==> src/rtl/muldiv_unit.sv <==
// muldiv_unit: iterative multiply/divide unit, shift-add multiply and restoring
// divide at one bit per cycle, with valid/ready handshakes on both sides.
module muldiv_unit #(
  parameter int DATA_WIDTH = 32,
  parameter int OP_LENGTH  = 3
) (
  input  logic                  clk,
  input  logic                  rst_n,
  input  logic                  Flush,
  input  logic                  InValid,
  output logic                  InReady,
  input  logic [DATA_WIDTH-1:0] SrcA,
  input  logic [DATA_WIDTH-1:0] SrcB,
  input  logic [OP_LENGTH-1:0]  Operation,
  output logic                  OutValid,
  input  logic                  OutReady,
  output logic [DATA_WIDTH-1:0] Result
);
  localparam int W  = DATA_WIDTH;
  localparam int CW = $clog2(W + 1);
  typedef enum logic [1:0] {IDLE, CALC, DONE} state_e;
  state_e          state_q, state_d;
  logic [CW-1:0]   cnt_q, cnt_d;
  logic [2:0]      op_q, op_d;
  logic            neg_q, neg_d;
  logic [W-1:0]    opd_q, opd_d, res_q, res_d;
  logic [2*W-1:0]  acc_q, acc_d;
  logic            is_div, a_sgn, b_sgn, neg_a, neg_b, div_zero, ovf;
  logic [W-1:0]    mag_a, mag_b, sp_res, dsel, fin;
  logic [W:0]      mul_sum, rem_sh, diff;
  logic [2*W-1:0]  step, fprod;
  always_comb begin
    is_div   = Operation[2];
    a_sgn    = is_div ? !Operation[0] : (Operation[1:0] != 2'b11);
    b_sgn    = is_div ? !Operation[0] : !Operation[1];
    neg_a    = a_sgn & SrcA[W-1];
    neg_b    = b_sgn & SrcB[W-1];
    mag_a    = neg_a ? -SrcA : SrcA;
    mag_b    = neg_b ? -SrcB : SrcB;
    div_zero = is_div && (SrcB == '0);
    ovf      = is_div && !Operation[0] && (SrcA == {1'b1, {(W-1){1'b0}}}) && (&SrcB);
    sp_res   = div_zero ? (Operation[1] ? SrcA : '1) : (Operation[1] ? '0 : {1'b1, {(W-1){1'b0}}});
    // acc holds {partial product, multiplier} or {partial remainder, dividend/quotient}
    mul_sum  = {1'b0, acc_q[2*W-1:W]} + (acc_q[0] ? {1'b0, opd_q} : '0);
    rem_sh   = acc_q[2*W-1:W-1];
    diff     = rem_sh - {1'b0, opd_q};
    step     = op_q[2] ? {diff[W] ? rem_sh[W-1:0] : diff[W-1:0], acc_q[W-2:0], ~diff[W]}
                       : {mul_sum, acc_q[W-1:1]};
    fprod    = neg_q ? -step : step;
    dsel     = op_q[1] ? step[2*W-1:W] : step[W-1:0];
    fin      = op_q[2] ? (neg_q ? -dsel : dsel) : (op_q[1:0] == 2'b00 ? fprod[W-1:0] : fprod[2*W-1:W]);
  end
  always_comb begin
    state_d = state_q;
    cnt_d   = cnt_q;
    op_d    = op_q;
    neg_d   = neg_q;
    opd_d   = opd_q;
    acc_d   = acc_q;
    res_d   = res_q;
    if (Flush) state_d = IDLE;
    else begin
      case (state_q)
        IDLE: if (InValid) begin
          op_d    = Operation[2:0];
          neg_d   = (is_div && Operation[1]) ? neg_a : neg_a ^ neg_b;
          opd_d   = is_div ? mag_b : mag_a;
          acc_d   = {{W{1'b0}}, is_div ? mag_a : mag_b};
          cnt_d   = CW'(W);
          state_d = (div_zero || ovf) ? DONE : CALC;
          res_d   = (div_zero || ovf) ? sp_res : res_q;
        end
        CALC: begin
          acc_d   = step;
          cnt_d   = cnt_q - CW'(1);
          state_d = (cnt_q == CW'(1)) ? DONE : CALC;
          res_d   = (cnt_q == CW'(1)) ? fin : res_q;
        end
        DONE:    state_d = OutReady ? IDLE : DONE;
        default: state_d = IDLE;
      endcase
    end
  end
  always_ff @(posedge clk or negedge rst_n) begin
    if (!rst_n) begin
      state_q <= IDLE;
      cnt_q   <= '0;
      op_q    <= '0;
      neg_q   <= 1'b0;
      opd_q   <= '0;
      acc_q   <= '0;
      res_q   <= '0;
    end else begin
      state_q <= state_d;
      cnt_q   <= cnt_d;
      op_q    <= op_d;
      neg_q   <= neg_d;
      opd_q   <= opd_d;
      acc_q   <= acc_d;
      res_q   <= res_d;
    end
  end
  assign InReady  = (state_q == IDLE);
  assign OutValid = (state_q == DONE);
  assign Result   = res_q;
endmodule

==> config.mk <==
export PLATFORM = sky130hd
export DESIGN_NAME = muldiv_unit
export DESIGN_NICKNAME = d
export VERILOG_FILES = /design/src/rtl/muldiv_unit.sv
export SDC_FILE = /design/constraint.sdc
export NUM_CORES = 1
export LEC_CHECK = 0
export BUFFER_PORTS_ARGS = -buffer_cell sky130_fd_sc_hd__clkbuf_2
export CELL_PAD_IN_SITES_DETAIL_PLACEMENT = 1
export CELL_PAD_IN_SITES_GLOBAL_PLACEMENT = 2
export CORE_UTILIZATION = 37
export DETAILED_ROUTE_END_ITERATION = 8
export PLACE_DENSITY_LB_ADDON = 0.1
export SYNTH_ARGS = -nofsm -noshare
export SYNTH_HDL_FRONTEND = slang
export SYNTH_SLANG_ARGS = --single-unit
==> constraint.sdc <==
create_clock -name clk -period 8.2 [get_ports clk]
set_input_delay 1.64 -clock clk [delete_from_list [all_inputs] [get_ports clk]]
set_output_delay 1.64 -clock clk [all_outputs]
set_load 0.05 [all_outputs]
Yosys cells after proc, flatten, opt, wreduce, memory -nomap -nowiden
Cells that the tools add are included.

word-level totals
  register bits = 140
  output and inout port bits = 34
  word-level logic and storage cells = 76

cells by class
  add/sub/neg operators = 7
  equal/unequal tests = 9
  mux-type cells = 32
  bitwise gates (word level) = 5
  reduce and logical (&&, ||, !) cells = 16

operator list
  kind                  number
  $mux 32               16
  $mux 64               3
  $pmux 64 s2           1
  $neg 32->32           3
  $neg 64->64           1
  $pmux 32 s2           1
  $add 32x32->33        1
  $sub 33x32->33        1
  $eq 32x32->1 const B  1
  $logic_not 32->1      1
  $reduce_and 32->1     1
  $pmux 6 s2            1
  $mux 2                5
  $eq 6x1->1 const B    1
  $mux 6                1
  $ne 2x2->1 const B    3
  $pmux 2 s3            1
  $reduce_and 3->1      2
  $sub 6x1->6 const B   1
  $logic_and 1x1->1     5
  $reduce_and 5->1      1
  $logic_not 2->1       2
  $mux 1                3
  $ne 3x3->1 const B    1
  9 further kinds       12

Longest topological paths before layout
  word-level depth = 9
  gate-level depth with buffers = 23

Least setup slack after synthesis
No wires, ideal clock.

  kind = register to register
  start = register acc_q[31]
  end = register res_q[28] (netlist: Result[28])
  arrival time = 5.697 ns
  cell stages (with the launch flop) = 24
  slack = 2.365 ns
  required time = 8.061 ns
  clock period less this slack = 5.835 ns
  path buffers = 1
  cells stage by stage = dfrtp_1 inv_1 ha_1 fa_1 nand2b_1 a21oi_1 o21ai_1 a21boi_2 o31ai_4 buf_2 nand3_1 and2_1 ha_1 nand3_2 or4_4 or2_1 a211o_1 a311o_1 nand4b_4 or4_4 o31ai_4 xnor2_1 o211ai_2 or4b_1

on the way
  longest elaborated chain between the ends = 9

ends and longest elaborated chain
  what                                    RTL line  RTL
  start: declaration                      27        logic [2*W-1:0] acc_q, acc_d;
  start signal: assignment                91        acc_q <= '0;
  start signal: assignment                99        acc_q <= acc_d;
  $sub 33x32->33                          46        diff = rem_sh - {1'b0, opd_q};
  $mux 32 or $not 1->1 (tied branches)    47        step = op_q[2] ? {diff[W] ? rem_sh[W-1:0] : diff[W-1:0], acc_q[W-2:0], ~diff[W]}
  $mux 64 (*)                             47
  $neg 64->64 or $mux 32 (tied branches)  49, 50
  $mux 64 or $neg 32->32 (tied branches)  49, 51
  $mux 32                                 51        fin = op_q[2] ? (neg_q ? -dsel : dsel) : (op_q[1:0] == 2'b00 ? fprod[W-1:0] : fprod[2*W-1:W]);
  $mux 32 (*)                             51
  $mux 32 (*)                             77        res_d = (cnt_q == CW'(1)) ? fin : res_q;
  $pmux 32 s2 (*)                         63        case (state_q)
  end signal: assignment                  100       res_q <= res_d;
  end: declaration                        26        logic [W-1:0] opd_q, opd_d, res_q, res_d;

Mark *: on every way between the ends. The rest lies on a longest branch, timed or not. The select of a mux whose other input is x is not followed.
A chain may end at the register's enable or synchronous reset.

Worst setup path after layout
Same ends and word-level chain as after synthesis.

==> qor.csv <==
stage;metric;value;unit
sta;max_freq;0.144;GHz
cts;clockRootBuffer;clkbuf_16;
sta;period_share;84.9;%
pwr;power_density;379;mW/mm^2
die;die_w;221;um
synthesis;ys_ff_latch;140;
setup_path;crit_type;flop to flop;
cells_and_area;fin_cells;3107;
sta;period_needed;6.97;ns
global_route;antenna_found_initial;12;
setup_path;r2r_start;acc_q[31];
cts;tritoncts;yes;
setup_path;r2r-end;Result[28];
route;wl;94200;um
route;drt_iter0_markers;2005;
cts;worstSkewPairLatency;0.51;ns
synthesis;synth_seq_area_share;19.8;%
setup_path;reg2reg_depth;22;
flow_run;max_cap_violations;0;
route;route.detailed.drc;0;
cells_and_area;fill_cells;5895;
die;core.rowCount;79;
cells_and_area;drive_above_1_share;10.6;%
die;initial_core_util;37.8;%
route;viasPerCell;6.63;
setup_path;crit_chain;inv_1 -> ha_1 -> fa_1 -> nand2b_1 -> a21oi_1 -> o21ai_1 -> a21boi_2 -> o31ai_4 -> nand3_1 -> and2_1 -> ha_1 -> nand3_2 -> or4_4 -> or2_1 -> a211o_1 -> a311o_1 -> nand4b_4 -> or4_4 -> o31ai_4 -> xnor2_1 -> o211ai_2 -> or4b_1;
cells_and_area;final_core_util;41.4;%
setup_path;worst_ep_arrival_time;7.35;ns
synthesis;netlist-cell-type-count;102;
pwr;ir_drop;0.173;mV
global_route;grt_pass1_wl;139000;um
synthesis;synth-edff-count;0;
setup_path;worstPathMaxFanout;7;
global_route;grt_pass1_vias;20400;
sta;rsz0062_at_grt;no;
setup_path;crit_path_end_kind;flop;
synthesis;synthCells;2483;
sta;worst_slack;1.23;ns
synthesis;syn_nets;2628;
route;ant_nets;0;
synthesis;synth_top_flop_cell;dfrtp_1;
sta;clock_skew;0.0158;ns
sta;finalMaxSlewViolations;0;
synthesis;syn_avg_cell_area;7.14;sq um
min_path;min-delay-start;Result[11];
cts;postCtsHoldBufs;0;
route;vias;20600;
placed_design;place_congestion;0.970;
sta;maxSlewHeadroom;25.2;%
route;wire_per_inst;30.3;um
synthesis;yosysWarnings;0;
route;first_pass_iters;6;
sta;fin_tns_setup;0;ns
cells_and_area;syn_to_final_growth;9.55;%
sta;worstMarginPinSlew;1.11;ns
cts;clock_sinks;140;
sta;setup_viol;0;
min_path;whs_path_depth;2;
cts;clockBufferDepth;2;
global_route;overflow;0;
synthesis;async_reset_ff_share;100;%
pwr;leakage;7.79;nW
die;io_pins;106;
setup_path;ff2ff_setup_slack;1.23;ns
min_path;hold_end;Result[11];
cts;ctsResizeCount;0;
placed_design;port_buffers;105;
die;fp.coreArea;0.0469;sq mm
setup_path;critPathMaxStageDelay;0.61;ns
cts;path_clk_slew;0.07;ns
min_path;hp-class;flop to flop;
die;die_height;221;um
placed_design;place_inst;3071;
setup_path;cp.required;8.58;ns
setup_path;cp-start-kind;flop;
placed_design;dp_slack;1.45;ns
placed_design;dp_hpwl;73600;um
global_route;grt_use_total;38.3;%
cts;numCtsBuffers;17;
setup_path;cpMaxStageDelayCell;or4_4;
status;status;completed;
synthesis;synth_area;0.0177;sq mm
cells_and_area;nNetsFinal;2628;
sta;hold_violations;0;
die;die_area;0.0488;sq mm
global_route;grt_max_degree;93;
cts;cts_setup_buffers;0;
cts;h-tree-depth;4;
[synthesized netlist by cell type, types with 39 or more instances]
master | instances | share of area [%]
nor3_1 | 70 | 2.0
dfrtp_1 | 140 | 20
xnor2_1 | 95 | 4.7
o211ai_1 | 41 | 1.7
o21ai_0 | 225 | 6.4
clkbuf_1 | 124 | 2.6
and2_1 | 49 | 1.7
nand2_1 | 283 | 6.0
mux2i_1 | 44 | 2.5
xor2_1 | 67 | 3.3
nand3_1 | 71 | 2.0
o31ai_1 | 39 | 1.7
inv_1 | 85 | 1.8
ha_1 | 71 | 5.0
a31oi_1 | 39 | 1.4
a21oi_1 | 216 | 6.1
nor2_1 | 227 | 4.8
[report_power, final]
group          internal (mW)  switching (mW)  leakage [nW]  total (mW)
Clock                  0.608           0.379         0.334       0.987
Combinational           1.61            3.57          5.64        5.18
Sequential             0.879           0.305          1.82        1.18
Total                   3.09            4.25          7.79        7.35
[cell type report]
type	instances	area [sq um]	share of cell area, %
Tap cell	607	759	3.91
Inverter	86	323	1.66
Sequential cell	140	3510	18.1
Timing Repair Buffer	150	882	4.54
Multi-Input combinational cell	2088	13200	68.2
Clock inverter	11	241	1.24
Antenna cell	5	12.5	0.0645
Clock buffer	20	447	2.30
[cells in the final DEF (no fill, tap or decap), types with 21 or more instances in the layout]
cell type,n
nand4_1,35
a21oi_1,216
nor2_1,223
dfrtp_1,137
a31oi_1,39
nor4_1,25
clkbuf_2,103
nand2_1,283
nand2b_1,23
inv_1,85
o221ai_1,29
or3_1,25
o21ai_0,225
buf_4,44
and2_1,49
ha_1,71
xor2_1,67
o31ai_1,39
a211oi_1,25
mux2i_1,44
nor3_1,69
o211ai_1,41
xnor2_1,95
o41ai_1,21
nand3_1,71
[per-stage QoR]
step | hold WS, ns | instance area, sq um | power, mW
finish | 0.492 | 19400 | 7.35
global route | 0.505 | 19400 | 7.71
CTS | 0.491 | 19400 | 7.23
detailed placement | 0.475 | 18700 | 6.21
global placement | 0.465 | 18700 | 6.15
floorplan | 0.460 | 17700 | 4.43
[how the worst max path moves through the flow]
stage	start	endpoint	slack (ns)
CTS	acc_q[31]	Result[28]	1.40
detailed placement	acc_q[31]	Result[28]	1.45
finish	acc_q[31]	Result[28]	1.23
global route	acc_q[31]	Result[28]	1.08
floorplan	acc_q[31]	Result[28]	2.36
global placement	acc_q[31]	Result[28]	1.65
[state kept, by name (all words and copies together) (netlist names)]
| name | flops |
|---|---|
| acc_q | 64 |
| opd_q | 32 |
| neg_q | 1 |
| cnt_q | 6 |
| state_q | 2 |
| Result | 32 |
| op_q | 3 |
[routing by layer]
metal	up-vias	wire length [um]	track usage (%)
met5	-	51	0
met4	8	4530	18.6
met3	213	7290	7.32
met2	922	42700	60.9
met1	10300	39600	49.7
li1	9200	-	-
[logic make-up after synthesis]
family | Yosys count | share of synthesized area (%)
buf+inv | 255 | 5.73
fa+ha+maj | 73 | 5.24
mux | 65 | 3.88
flops | 140 | 19.8
simple gates | 930 | 25.6
compound gates | 858 | 31.8
xor+xnor | 162 | 8.01
[critical path, delay by kind of cell (launching register included)]
family | cells | cell delay (ns)
AND/OR/NAND/NOR | 9 | 3.19
flip-flops | 1 | 0.42
AO/OA/AOI/OAI | 8 | 2.08
buffers and inverters | 1 | 0.12
adder cells (fa/ha/maj) | 3 | 0.91
XOR/XNOR | 1 | 0.10
Power figures use the tool's default switching activity.
